`config.mk`:
```
export PLATFORM = sky130hd
export DESIGN_NAME = perf_uart_reporter_flat
export DESIGN_NICKNAME = d
export VERILOG_FILES = /design/src/rtl/perf_uart_reporter_if.sv /design/src/rtl/perf_uart_reporter.sv /design/src/flat_wrapper.sv
export SDC_FILE = /design/constraint.sdc
export NUM_CORES = 1
export LEC_CHECK = 0
export CAP_MARGIN = 20
export CORE_ASPECT_RATIO = 0.7
export CORE_MARGIN = 10
export CORE_UTILIZATION = 55
export DETAILED_ROUTE_END_ITERATION = 7
export DONT_BUFFER_PORTS = 1
export PLACE_DENSITY = 0.73
export SLEW_MARGIN = 20
export SYNTH_ARGS = -nofsm -noshare
export SYNTH_HDL_FRONTEND = slang
export SYNTH_SLANG_ARGS = --single-unit
```
`constraint.sdc`:
```
create_clock -name clk -period 4 [get_ports clk]
set_input_delay 0.4 -clock clk [delete_from_list [all_inputs] [get_ports clk]]
set_output_delay 0.4 -clock clk [all_outputs]
set_load 0.05 [all_outputs]
```
`src/rtl/perf_uart_reporter_if.sv`:
```
// Report interface between the pipelined core's counters and the UART perf reporter.
// The core side (master) drives the trigger and counter snapshot inputs; the reporter (slave) drives the serial line and status.
interface perf_uart_reporter_if;
  logic        trigger;
  logic [31:0] total_cycles;
  logic [31:0] stall_cycles;
  logic [31:0] flush_cycles;
  logic [31:0] pc_in;
  logic        uart_tx;
  logic        busy;
  logic        frame_done;
  logic [7:0]  drop_count;

  modport master (
    output trigger, total_cycles, stall_cycles, flush_cycles, pc_in,
    input  uart_tx, busy, frame_done, drop_count
  );

  modport slave (
    input  trigger, total_cycles, stall_cycles, flush_cycles, pc_in,
    output uart_tx, busy, frame_done, drop_count
  );
endinterface

```
`src/rtl/perf_uart_reporter.sv`:
```
// Snapshots the core perf counters and pc on trigger and streams them as an 8N1 UART frame.
// Define PERF_UART_CHECKSUM_EN to append an XOR checksum byte (18-byte frame instead of 17).
module perf_uart_reporter #(
  parameter int CLKS_PER_BIT = 868
) (
  input  logic                 clk,
  input  logic                 rst_n,
  perf_uart_reporter_if.slave  bus
);

  typedef enum logic [1:0] {IDLE, START, DATA, STOP} state_t;

  localparam logic [7:0]  SYNC_BYTE = 8'hA5;
  localparam logic [15:0] BAUD_LAST = 16'(CLKS_PER_BIT - 1);
`ifdef PERF_UART_CHECKSUM_EN
  localparam logic [4:0]  LAST_BYTE = 5'd17;
`else
  localparam logic [4:0]  LAST_BYTE = 5'd16;
`endif

  state_t       state_q, state_d;
  logic [15:0]  baud_q, baud_d;
  logic [2:0]   bit_q, bit_d;
  logic [4:0]   byte_q, byte_d;
  logic         tx_q, tx_d;
  logic         busy_q, busy_d;
  logic         done_q, done_d;
  logic [7:0]   drop_q;
  logic [127:0] snap_q;

  logic         accept;
  logic         baud_end;
  logic [2:0]   bit_inc;
  logic [7:0]   cur_byte;

  assign accept   = bus.trigger && !busy_q;
  assign baud_end = (baud_q == BAUD_LAST);
  assign bit_inc  = bit_q + 3'd1;

`ifdef PERF_UART_CHECKSUM_EN
  logic [7:0] checksum;

  always_comb begin
    checksum = 8'h00;
    for (int k = 0; k < 16; k++) checksum = checksum ^ snap_q[k*8 +: 8];
  end
`endif

  // Byte 0 is sync; bytes 1..16 walk the snapshot MSB first.
  always_comb begin
    cur_byte = SYNC_BYTE;
    for (int k = 1; k <= 16; k++) begin
      if (byte_q == 5'(k)) cur_byte = snap_q[(16-k)*8 +: 8];
    end
`ifdef PERF_UART_CHECKSUM_EN
    if (byte_q == 5'd17) cur_byte = checksum;
`endif
  end

  // NOTE: every signal driven here gets a default first so no path leaves it unassigned, which would infer a latch.
  always_comb begin
    state_d = state_q;
    baud_d  = baud_q;
    bit_d   = bit_q;
    byte_d  = byte_q;
    tx_d    = tx_q;
    done_d  = 1'b0;

    unique case (state_q)
      IDLE: begin
        tx_d   = 1'b1;
        baud_d = 16'd0;
        bit_d  = 3'd0;
        byte_d = 5'd0;
        if (accept) begin
          state_d = START;
          tx_d    = 1'b0;
        end
      end

      START: begin
        if (baud_end) begin
          baud_d  = 16'd0;
          bit_d   = 3'd0;
          state_d = DATA;
          tx_d    = cur_byte[0];
        end else begin
          baud_d = baud_q + 16'd1;
        end
      end

      DATA: begin
        if (baud_end) begin
          baud_d = 16'd0;
          if (bit_q == 3'd7) begin
            state_d = STOP;
            tx_d    = 1'b1;
          end else begin
            bit_d = bit_inc;
            tx_d  = cur_byte[bit_inc];
          end
        end else begin
          baud_d = baud_q + 16'd1;
        end
      end

      STOP: begin
        if (baud_end) begin
          baud_d = 16'd0;
          if (byte_q == LAST_BYTE) begin
            state_d = IDLE;
            tx_d    = 1'b1;
            done_d  = 1'b1;
          end else begin
            byte_d  = byte_q + 5'd1;
            state_d = START;
            tx_d    = 1'b0;
          end
        end else begin
          baud_d = baud_q + 16'd1;
        end
      end

      default: begin
        state_d = IDLE;
        tx_d    = 1'b1;
      end
    endcase

    busy_d = (state_d != IDLE);
  end

  // NOTE: sequential state uses non-blocking assignments so every register samples pre-edge values.
  always_ff @(posedge clk) begin
    if (!rst_n) begin
      state_q <= IDLE;
      baud_q  <= 16'd0;
      bit_q   <= 3'd0;
      byte_q  <= 5'd0;
      tx_q    <= 1'b1;
      busy_q  <= 1'b0;
      done_q  <= 1'b0;
      drop_q  <= 8'd0;
      snap_q  <= '0;
    end else begin
      state_q <= state_d;
      baud_q  <= baud_d;
      bit_q   <= bit_d;
      byte_q  <= byte_d;
      tx_q    <= tx_d;
      busy_q  <= busy_d;
      done_q  <= done_d;
      if (bus.trigger && busy_q && (drop_q != 8'hFF)) drop_q <= drop_q + 8'd1;
      if (accept) snap_q <= {bus.total_cycles, bus.stall_cycles, bus.flush_cycles, bus.pc_in};
    end
  end

  assign bus.uart_tx    = tx_q;
  assign bus.busy       = busy_q;
  assign bus.frame_done = done_q;
  assign bus.drop_count = drop_q;

endmodule
```
`src/flat_wrapper.sv`:
```
// flat-port wrapper written by rule: the top's interface ports become plain ports
module perf_uart_reporter_flat 
#(
  parameter int CLKS_PER_BIT = 868
)
  (clk, rst_n, bus_trigger, bus_total_cycles, bus_stall_cycles, bus_flush_cycles, bus_pc_in, bus_uart_tx, bus_busy, bus_frame_done, bus_drop_count);
  perf_uart_reporter_if bus_i ();
  input  logic clk;
  input  logic rst_n;
  input wire logic [$bits(bus_i.trigger)-1:0] bus_trigger;
  input wire logic [$bits(bus_i.total_cycles)-1:0] bus_total_cycles;
  input wire logic [$bits(bus_i.stall_cycles)-1:0] bus_stall_cycles;
  input wire logic [$bits(bus_i.flush_cycles)-1:0] bus_flush_cycles;
  input wire logic [$bits(bus_i.pc_in)-1:0] bus_pc_in;
  output wire logic [$bits(bus_i.uart_tx)-1:0] bus_uart_tx;
  output wire logic [$bits(bus_i.busy)-1:0] bus_busy;
  output wire logic [$bits(bus_i.frame_done)-1:0] bus_frame_done;
  output wire logic [$bits(bus_i.drop_count)-1:0] bus_drop_count;
  assign bus_i.trigger = bus_trigger;
  assign bus_i.total_cycles = bus_total_cycles;
  assign bus_i.stall_cycles = bus_stall_cycles;
  assign bus_i.flush_cycles = bus_flush_cycles;
  assign bus_i.pc_in = bus_pc_in;
  assign bus_uart_tx = bus_i.uart_tx;
  assign bus_busy = bus_i.busy;
  assign bus_frame_done = bus_i.frame_done;
  assign bus_drop_count = bus_i.drop_count;
  perf_uart_reporter #(.CLKS_PER_BIT(CLKS_PER_BIT)) u_core (.clk(clk), .rst_n(rst_n), .bus(bus_i));
endmodule
```
==> results.yml, run 1 <==
run_status:
  status: "finished clean"
power:
  switching_share_pct: 24.7
  p_seq_share_pct: 46.3
  power_density_nw_per_um2: 446
  p_clk_share_pct: 45.3
  p_leak_nw: 3.20
  p_switching_uw: 985
  intPower_mw: 3.00
  irDropWorstVdd_uv: 292
  pwr-share-comb_pct: 8.4
worst_hold_path:
  hold_class: "primary input to register"
  holdCritStartpoint: "rst_n"
  worstHoldPathCells: 1
  holdPathEnd: "u_core.bus.drop_count[0]"
global_route:
  grt_use_met3_pct: 6.29
  first_global_vias: 6561
  grtUsageMet2_pct: 29.2
  track_usage_pct: 20.9
  antenna_found_initial: 2
  grt-busiest-layer: "met1"
  grt_max_degree: 149
  gr-total-overflow: 0
  met1_usage_pct: 30.5
  grt_pass1_wl_mm: 35.5
floorplan:
  fp.dieW_um: 167
  rows: 37
  pin_count: 142
  core_um2: 14700
  initial_core_util_pct: 56.2
  dieArea_um2: 20400
  chipHeight_um: 123
cts:
  cts_root_buf: "clkbuf_16"
  clk_latency_ns: 0.43
  path_clk_slew_ns: 0.07
  clk_path_buf_depth: 2
  htreeDepth: 4
  cts_resized: 0
  cts_buffers: 17
  cts_tree: "built"
  ctsHoldBuffers: 0
  clkSinkCount: 165
  post_cts_buffers: 0
worst_setup_path:
  cp-end-kind: "register"
  r2r_start: "u_core.byte_q[1]"
  rr_endpoint: "u_core.bus.uart_tx"
  reg2reg_depth: 10
  cp-start-kind: "register"
  critPathMaxFanout: 21
  critical_path_class: "register to register"
  regToRegSetupSlack_ns: 0.84
  critPathArrivalTime_ns: 3.51
  cp.required_ns: 4.35
  crit_start: "u_core.byte_q[1]"
placement:
  gp_congestion: 0.946
  dpl.hpwl_mm: 15.9
  io_buffers: 0
  dp_slack_ns: 0.985
sta:
  fin_skew_ns: 0.0107
  min_period_ns: 3.16
  rsz0062_at_grt: "no"
  slew_violations: 0
  worst_slew_pin_slew_ns: 0.788
  setup_slack_ns: 0.842
  post-route-period-util_pct: 78.9
  slew_headroom_pct: 47.4
  tns_ns: 0
  finalHoldViolations: 0
  setup_violations: 0
  fmax_mhz: 317
  fin_hold_ws_ns: 0.101
logic_synthesis:
  async_flop_share_pct: 0
  synth-edff-count: 0
  synthCells: 1065
  synth_flop_cell: "dfxtp_1"
  synth_common_cells: "nand2_1, dfxtp_1, a21boi_0"
  synthTopCellsByArea: "dfxtp_1, nand2_1, a21boi_0, clkbuf_1, nor2_1"
  synth_most_common_cell: "nand2_1"
  synth_area_um2: 8270
  synth_top_area_share_pct: 39.9
  ys_types: 70
  synth_seq_area_share_pct: 39.9
  syn_nets: 1210
  avgSynthCellArea_um2: 7.77
  yosys_warnings: 0
  ys_seq_elements: 165
  yosysTopAreaCell: "dfxtp_1"
layout:
  drive_gt1_share_pct: 5.09
  nNetsFinal: 1156
  syn2layout_area_growth_pct: 7.90
job:
  maxCapViolCount: 0
detailed_routing:
  finalWirelength_mm: 22.2
  drtIter0Drc: 806
  wl_per_cell_um: 18.3
  vias: 7106
  routed_via_density: 5.83
  drc_errors: 0
  drt_first_pass_iters: 5
  ant_nets: 0
-- layout make-up --
cell class	count	area, um2
clock inverter	11	199
tap	195	244
multi-input combinational	803	4600
sequential	165	3300
clock buffer	19	443
timing repair buffer	9	80.1
antenna	1	2.50
fill	1348	5800
inverter	15	56.3
-- metrics by stage --
stage          utilization [%]  std cells  total power, mW  area [um2]
4_1_cts                   60.6       1217             4.00        8920
6_report                  60.6       1218             3.98        8920
5_1_grt                   60.6       1217             4.12        8920
2_1_floorplan                -       1065             2.12        8270
3_3_place_gp              56.2       1187             2.20        8280
3_5_place_dp              56.2       1187             2.21        8280
-- logic make-up (layout without fill, tap and decap cells) --
| logic type | count (synthesis) | count (layout) | synth area share [%] |
|---|---|---|---|
| simple gates | 477 | 477 | 26.1 |
| compound gates | 288 | 288 | 24.6 |
| flops | 165 | 165 | 39.9 |
| buf+inv | 97 | 54 | 4.67 |
| xor+xnor | 22 | 22 | 2.33 |
| fa+ha+maj | 14 | 14 | 2.12 |
| mux | 2 | 2 | 0.242 |
| other cells | 0 | 1 | 0 |
-- state kept, by name (all words and copies together), names as in the netlist --
signal,cells
u_core.baud_q,16
u_core.bit_q,3
u_core.bus.drop_count,8
u_core.state_q,2
u_core.bus.frame_done,1
u_core.bus.uart_tx,1
u_core.byte_q,5
u_core.bus.busy,1
u_core.snap_q,128
-- how the worst max path moves through the flow --
stage                          to  slack, ns  cells after the start
6_report       u_core.bus.uart_tx       0.84                     10
3_3_place_gp   u_core.bus.uart_tx       1.10                     10
2_1_floorplan  u_core.bus.uart_tx       1.08                     14
4_1_cts        u_core.bus.uart_tx       0.97                     10
5_1_grt        u_core.bus.uart_tx       0.53                     10
3_5_place_dp   u_core.bus.uart_tx       0.98                     10
-- placed cells by master (no fill, tap or decap), drive strengths merged, types with 6 or more instances in the layout --
| cell | instances |
|---|---|
| a21boi | 133 |
| a21oi | 39 |
| a31oi | 9 |
| and2 | 8 |
| and3 | 8 |
| buf | 9 |
| clkbuf | 19 |
| dfxtp | 165 |
| ha | 14 |
| inv | 18 |
| nand2 | 303 |
| nand2b | 11 |
| nand3 | 20 |
| nand4 | 7 |
| nor2 | 50 |
| nor2b | 17 |
| nor3 | 10 |
| nor3b | 7 |
| o21ai | 38 |
| o311ai | 6 |
| or3 | 7 |
| xnor2 | 11 |
| xor2 | 11 |
-- worst max-delay path, stage by stage, from the launching register on --
cell and delay [ns]:
dfxtp_1 0.40, inv_1 0.08, ha_1 0.39, buf_4 0.30
nor3b_1 0.16, o311ai_0 0.43, a22oi_1 0.20, a211o_1 0.32
a2111oi_0 0.41, o32ai_1 0.19, a32oi_1 0.21
-- routing by layer --
metal	share of wire, %	vias up
li1	-	3550
met1	49	3270
met2	41	266
met3	9.2	18
met4	0.66	2
met5	0.090	-
-- power by group through the flow --
stage          clock (mW)  combinational, mW  sequential [mW]
4_1_cts              1.82              0.335             1.84
2_1_floorplan           0              0.284             1.84
3_5_place_dp            0              0.333             1.88
3_3_place_gp            0              0.325             1.88
5_1_grt              1.88              0.385             1.85
6_report             1.81              0.334             1.84
(Power assumes the default switching activity.)
==> run 2: changes to the inputs <==
==> constraint.sdc (replaced) <==
create_clock -name clk -period 2.93 [get_ports clk]
set_input_delay 0.293 -clock clk [delete_from_list [all_inputs] [get_ports clk]]
set_output_delay 0.293 -clock clk [all_outputs]
set_load 0.05 [all_outputs]
==> run 2 against run 1 <==
  * First-iteration DRC count grew 1.5%
  * Via count grew 2.6%
  * Routed wire length grew 2.8%
  * Worst setup slack lost 0.68 ns
  * Largest power group unchanged
  * Final area grew 3.1%
  * Flip-flop and latch count is the same
==> results.yml, run 2 (synthesized netlist as in run 1, its figures left out) <==
cts:
  clkSinkCount: 165
  path_clk_slew_ns: 0.07
  cts_tree: "built"
  ctsHoldBuffers: 16
  clk_path_buf_depth: 2
  clk_latency_ns: 0.43
  cts_buffers: 17
  cts_resized: 0
  post_cts_buffers: 0
  cts_root_buf: "clkbuf_16"
  htreeDepth: 4
detailed_routing:
  drc_errors: 0
  vias: 7292
  finalWirelength_mm: 22.8
  wl_per_cell_um: 18.1
  ant_nets: 0
  drtIter0Drc: 818
  routed_via_density: 5.79
  drt_first_pass_iters: 5
sta:
  slew_violations: 0
  setup_slack_ns: 0.165
  worst_slew_pin_slew_ns: 0.730
  setup_violations: 0
  post-route-period-util_pct: 94.4
  min_period_ns: 2.76
  rsz0062_at_grt: "no"
  tns_ns: 0
  fin_skew_ns: 0.00590
  fmax_mhz: 362
  finalHoldViolations: 0
  slew_headroom_pct: 51.4
layout:
  filler_cell_count: 1329
  largest_reg_flops: 128
  final_area_um2: 9200
  largest_register: "u_core.snap_q"
  final_cell_mix: "nand2_1, dfxtp_1, a21boi_0"
  diodes: 0
  final_common_cell: "nand2_1"
  drive_gt1_share_pct: 7.33
  nNetsFinal: 1196
  syn2layout_area_growth_pct: 11.2
power:
  power_density_nw_per_um2: 562
  p_leak_nw: 3.35
  irDropWorstVdd_uv: 356
worst_setup_path:
  rr_endpoint: "u_core.bus.uart_tx"
  critPathArrivalTime_ns: 3.11
  r2r_start: "u_core.byte_q[1]"
  regToRegSetupSlack_ns: 0.17
  worst_path_dominant_cell_family: "compound AO/OA/AOI/OAI gates"
  cp-start-kind: "register"
  crit_end: "u_core.bus.uart_tx"
  cp.required_ns: 3.27
  critical_path_class: "register to register"
  critPathMaxFanout: 13
  cp-end-kind: "register"
  crit_start: "u_core.byte_q[1]"
  slowest_stage: "dfxtp_1"
  path_buf_inv: 1
  path_cells: "inv_1 > ha_1 > nor3b_1 > o311ai_0 > a22oi_1 > a211o_1 > a2111oi_0 > o32ai_1 > a32oi_1"
  slowest_delay_ns: 0.40
  cp.depth: 9
  reg2reg_depth: 9
global_route:
  track_usage_pct: 21.6
  grt_pass1_wl_mm: 36.5
  first_global_vias: 6825
  antenna_found_initial: 0
  grt_max_degree: 141
  gr-total-overflow: 0
floorplan:
  fp.dieW_um: 167
  pin_count: 142
  dieArea_um2: 20400
  rows: 37
  core_um2: 14700
  initial_core_util_pct: 56.2
  chipHeight_um: 123
worst_hold_path:
  worstHoldPathCells: 2
  hold_class: "primary input to register"
placement:
  placed_area_um2: 8470
  dpl.hpwl_mm: 16.6
  dp_slack_ns: 0.210
  io_buffers: 0
  gp_congestion: 0.989
job:
  maxCapViolCount: 0
run_status:
  status: "finished clean"
## run 2: changes by cell type in the layout (fill, tap and decap cells not counted)
cell | before | now
bufinv_16 | 5 | 1
buf_12 | 1 | 2
clkinvlp_4 | 3 | 4
buf_4 | 8 | 31
dlygate4sd3_1 | 0 | 16
clkinv_4 | 0 | 3
inv_8 | 0 | 1
clkinv_2 | 0 | 2
diode_2 | 1 | 0
inv_6 | 3 | 2
## run 2: final cells by class
cell class	count	area, um2	area share [%]
Inverter	15	56.3	0.612
Clock inverter	13	125	1.36
Sequential cell	165	3300	35.9
Clock buffer	19	443	4.81
Multi-Input combinational cell	803	4600	50.0
Tap cell	195	244	2.65
Timing Repair Buffer	49	433	4.71
## run 2: metrics by stage
| stage | instances | hold slack (ns) | power, mW | utilization [%] |
|---|---|---|---|---|
| final | 1259 | 0.00793 | 5.17 | 62.5 |
| after global routing | 1259 | 0.00350 | 5.36 | 62.5 |
| after CTS | 1259 | 0.000380 | 5.19 | 62.5 |
| after detailed placement | 1211 | 0.421 | 3.03 | 57.5 |
| after global placement | 1211 | 0.400 | 3.02 | 57.5 |
| after floorplan | 1065 | 0.430 | 2.90 | - |
## run 2: power breakdown
group	switching, mW	leakage (nW)	total (mW)	internal, mW
Sequential	0.126	1.35	2.51	2.38
Combinational	0.300	1.73	0.499	0.199
Clock	0.954	0.268	2.16	1.20
Total	1.38	3.35	5.17	3.79
## run 2: worst min-delay path by stage
stage | from | to
after floorplan | u_core.baud_q[0] | u_core.baud_q[0]
after global placement | rst_n | u_core.bus.uart_tx
final | bus_pc_in[13] | u_core.snap_q[13]
after global routing | bus_total_cycles[23] | u_core.snap_q[119]
after CTS | bus_pc_in[6] | u_core.snap_q[6]
after detailed placement | rst_n | u_core.bus.uart_tx
## run 2: layer usage
layer	vias to the layer above	global-route usage, %	share of wire, %
li1	3621	-	-
met5	-	0	0
met3	24	7.35	9.5
met1	3377	30.9	48
met4	0	4.65	1.3
met2	270	30.8	41
